$ cat src/rtl/updown_counter_param.sv
// updown_counter_param
// Parametrised synchronous up/down counter with programmable modulus,
// wrap or saturate at the ends of the range, parallel load with clipping,
// count enable, a combinational terminal-count flag and a registered
// one-cycle overflow/underflow pulse.
module updown_counter_param #(
  parameter int unsigned         WIDTH    = 4,
  parameter logic [WIDTH-1:0]    MAX_VAL  = {WIDTH{1'b1}},
  parameter logic [WIDTH-1:0]    RST_VAL  = '0,
  parameter bit                  SATURATE = 1'b0
) (
  input  logic             clk,
  input  logic             rst,
  input  logic             en,
  input  logic             up,
  input  logic             load,
  input  logic [WIDTH-1:0] din,
  output logic [WIDTH-1:0] count,
  output logic             tc,
  output logic             ovf,
  output logic             zero
);

  logic [WIDTH-1:0] count_q;
  logic [WIDTH-1:0] count_d;
  logic             ovf_q;
  logic             ovf_d;
  logic             atMax;
  logic             atZero;

  // End-of-range decode; tc follows the live direction input, not en
  always_comb begin
    atMax  = (count_q == MAX_VAL);
    atZero = (count_q == '0);
    tc     = (up & atMax) | (~up & atZero);
  end

  // Next-state selection: load beats count enable, and the explicit end
  // compares keep a non-power-of-two modulus inside 0..MAX_VAL
  always_comb begin
    count_d = count_q;
    ovf_d   = 1'b0;
    if (load) begin
      count_d = (din > MAX_VAL) ? MAX_VAL : din;
    end else if (en) begin
      ovf_d = tc;
      if (up) begin
        if (atMax) begin
          count_d = SATURATE ? MAX_VAL : '0;
        end else begin
          count_d = count_q + WIDTH'(1);
        end
      end else begin
        if (atZero) begin
          count_d = SATURATE ? '0 : MAX_VAL;
        end else begin
          count_d = count_q - WIDTH'(1);
        end
      end
    end
  end

  // State register; synchronous reset overrides load and enable
  always_ff @(posedge clk) begin
    if (rst) begin
      count_q <= RST_VAL;
      ovf_q   <= 1'b0;
    end else begin
      count_q <= count_d;
      ovf_q   <= ovf_d;
    end
  end

  assign count = count_q;
  assign ovf   = ovf_q;
  assign zero  = atZero;

endmodule

$ cat config.mk
export PLATFORM = sky130hd
export DESIGN_NAME = updown_counter_param
export DESIGN_NICKNAME = d
export VERILOG_FILES = /design/src/rtl/updown_counter_param.sv
export SDC_FILE = /design/constraint.sdc
export NUM_CORES = 1
export LEC_CHECK = 0
export CORE_AREA = 2 2 39 41
export CTS_CLUSTER_SIZE = 14
export DETAILED_ROUTE_END_ITERATION = 10
export DIE_AREA = 0 0 41 43
export GPL_ROUTABILITY_DRIVEN = 0
export PLACE_DENSITY = 0.52
export SYNTH_ARGS = -nofsm -noshare
export SYNTH_HDL_FRONTEND = slang
export SYNTH_SLANG_ARGS = --single-unit
$ cat constraint.sdc
create_clock -name clk -period 1.83 [get_ports clk]
set_clock_uncertainty 0.2 [all_clocks]
set_input_delay 0.366 -clock clk [delete_from_list [all_inputs] [get_ports clk]]
set_output_delay 0.366 -clock clk [all_outputs]
set_load 0.02 [all_outputs]
Word level (Yosys, flattened, before mapping):

Cells that the tools add are included.
W data, S select, Z words.

* memory bits (writable): 0
* logic and storage cells: 20
* memory bits (read-only): 0
* memories: 0
* register bits after elaboration: 5
* latch bits: 0
* input bits: 9
* output and inout port bits: 7

* reduce and logical (&&, ||, !) cells: 3
* add/subtract/negate cells: 2
* divide/modulo/power cells: 0
* shift operators: 0
* multiply operators: 0
* muxes and demuxes: 6
* order comparisons: 1
* bitwise operators: 5
* equality and inequality tests: 1

Operators by type and width (number)
* $mux W4: 6
* $add A4 B1 Y4 const B: 1
* $eq A4 B4 Y1 const B: 1
* $gt A4 B4 Y1 const B: 1
* $logic_not A4 Y1: 1
* $sub A4 B1 Y4 const B: 1
* $reduce_or A3 Y1: 1
* $and A1 B1 Y1: 2
* $not A1 Y1: 2
* $reduce_bool A2 Y1: 1
* $or A1 B1 Y1: 1

Depth between registers and ports, before layout:

* word-level depth: 5
* gate-level depth with buffers: 6

Worst setup path after synthesis:

OpenSTA, ideal clock, no wires.

* path type: flip-flop to output port
* from: register count_q[0], in the netlist count[0]
* to: output port tc
* arrival: 1.305 ns
* required time: 1.264 ns
* setup slack: -0.041 ns
* stages on the path, launching flop included: 5
* cell sequence: dfxtp_1 > inv_2 > ha_1 > nand2b_1 > o31ai_1

* word-level cells in the longest chain between the ends: 3
* elaborated cells on any way between the ends: 5
* those cells by class: 1 x eq/ne; 3 x bitwise; 1 x reduce/logical

Ends and longest elaborated chain
* from (decl): RTL line 24 `logic [WIDTH-1:0] count_q;`
* from (signal assigned): RTL line 69 `count_q <= count_d;`
* $eq A4 B4 Y1 or $logic_not A4 Y1 (tied branches): RTL line 33, 34
* $and A1 B1 Y1: RTL line 35 `tc = (up & atMax) | (~up & atZero);`
* $or A1 B1 Y1 *: RTL line 35
* to (decl): RTL line 19 `output logic tc,`

Mark *: on every way between the ends. The rest lies on a longest branch, timed or not.

Final worst setup path:

* from: register count_q[1], in the netlist count[1]
* to: output port tc

Same word-level chain as after synthesis.

==> metrics.yaml <==
area_growth_pct: 76.1
drt-met1-wl_um: 402
dpl.hpwl_um: 750
slew_viol_final: 0
cts_tree: "yes"
yosysUniqueCellTypes: 24
synth_cells: 44
ys_ff_latch: 5
critPathLaunchType: "flip-flop"
cts_htree_levels: 1
routed_via_density: 4.62
synthTopCellsByArea: "dfxtp_1, xnor2_1, a21oi_1"
placed_cell_area_um2: 581
row_count: 14
p_leak_nw: 0.279
r2r_end: "count[3]"
whs_endpoint: "count[1]"
initial_core_util_pct: 25.8
hold_violations: 0
path_class: "reg -> out"
met2_length_um: 451
pwr-share-clk_pct: 32.0
timing.reg2reg.setup_slack_ns: 0.20
rsz0062_at_grt: "false"
drive_gt1_share_pct: 29.0
worstSetupEndpointType: "output pin"
routed_wl_um: 929
hp-class: "reg -> reg"
clockRootBuffer: "clkbuf_4"
worst_pin_slew_ns: 0.297
final_core_util_pct: 45.4
synth_seq_area_share_pct: 28.1
combinationalPowerShare_pct: 35.7
drtPass1Iterations: 2
switching_share_pct: 30.9
num_vias: 393
drc: 0
die_w_um: 41
synth_fp_nets: 55
p_switching_w: 0.000124
period_needed_ns: 1.76
clkSlewWorstSetupHoldPaths_ns: 0.04
antennaDiodeCount: 0
drtAntennaViolNets: 0
seq_power_share_pct: 32.3
overflow: 0
yosysTopAreaCell: "dfxtp_1"
grt_max_degree: 10
yosys-top-cells-count: "a21oi_1, dfxtp_1, inv_1"
io_buffers: 15
synth_area_um2: 357
dr.first_iter.drc_count: 1
finalCritPeriodShare_pct: 96.0
yosys_most_used_dff: "dfxtp_1"
setup_violations: 0
hold_depth: 3
highest_layer: "met3"
status: "finished clean"
die_area_um2: 1760
ios: 16
critPathLaunch: "count[1]"
ir_worst_vdd_v: 0.000428
finalPower_w: 0.000402
slew_headroom_pct: 80.2
grt_pass1_wl_um: 1470
ys_async_sr_fraction_pct: 0
wl_per_cell_um: 10.9
crit_required_ns: 1.26
synth_edf_count: 0
cts_sinks: 5
arrival_ns: 1.19
antenna_found_initial: 0
maxCapViolCount: 0
avgSynthCellArea_um2: 8.10
grt.total_usage_pct: 12.6
nNetsFinal: 81
power.density_nw_per_um2: 640
synth_warnings: 0
wl_met3_um: 75
cts_setup_buffers: 0
crit_fanout: 4
die_y_um: 43
clockBufferDepth: 2
r2r_cells: 4
timing.fmax_ghz: 0.569
cts_made_buffers: 3
hp-start: "count[1]"
synth_top_area_share_pct: 28.1
fin_area_um2: 628
r2r_start: "count[2]"
coreArea_um2: 1380
grt_pass1_vias: 359
p_int_w: 0.000278
clock_latency_ns: 0.24
[power by group through the flow]
stage	clock (W)	sequential, W	combinational, W
floorplan	0	0.000140	0.0000604
global placement	0	0.000130	0.000142
detailed placement	0	0.000130	0.000141
CTS	0.000133	0.000128	0.000141
global route	0.000147	0.000132	0.000158
finish	0.000129	0.000130	0.000144
[routing by layer]
layer	GRT usage, %	vias to the layer above
li1	-	207
met1	14.1	173
met2	20.0	13
met3	9.42	0
met4	0	0
met5	0	-
[critical path, stage by stage, from the launching register on]
cell and delay (ns):
dfxtp_2 0.33, inv_2 0.07, ha_4 0.15, nand2b_4 0.06, o31ai_4 0.19, buf_6 0.15
[layout make-up]
cell class | count | area [um2]
flip-flops and latches | 5 | 103
repair buffers | 22 | 193
clock buffers | 4 | 26.3
multi-input cells | 33 | 268
well taps | 16 | 20.0
fillers | 148 | 756
inverters | 5 | 18.8
[worst max-delay path by stage]
stage           end
4_1_cts          tc
6_report         tc
2_1_floorplan  zero
5_1_grt          tc
3_5_place_dp     tc
3_3_place_gp     tc
[cells in the final DEF, fill, tap and decap left out, drive strengths merged]
master / n
dfxtp: 5
ha: 2
o21bai: 1
dlygate4sd2: 5
o31ai: 2
a21bo: 1
or4: 1
a311o: 1
a21boi: 1
xnor2: 3
mux2i: 1
inv: 5
nor2b: 2
nand2: 2
nor3b: 1
nand4: 1
clkdlybuf4s50: 8
clkbuf: 4
buf: 9
nor2: 3
a21oi: 5
nand2b: 1
o21ai: 2
a31oi: 1
and3b: 1
o21a: 1
[cells by family after synthesis]
logic type / share of synthesized area (%)
xor+xnor: 7.37
fa+ha+maj: 7.02
mux: 2.81
flops: 28.1
compound gates: 29.5
simple gates: 19.0
buf+inv: 6.31
[flip-flops by register name, indices dropped and copies added, names as in the netlist]
name and count:
ovf 1, count 4
[timing repair]
action                                  in CTS  in global routing
hold buffers                                 0                  0
gates resized for setup                     19                  4
endpoints found under the setup margin       6                  2
[metrics by stage]
stage	hold WS, ns	cells	setup TNS, ns	setup WS, ns
detailed placement	0.494	81	-0.734	-0.563
finish	0.492	85	0	0.0737
global route	0.566	85	0	0.00126
floorplan	0.238	44	0	0.0656
CTS	0.505	85	0	0.0103
global placement	0.491	81	-0.751	-0.548
Note: power is estimated with default switching activity, not from simulation.
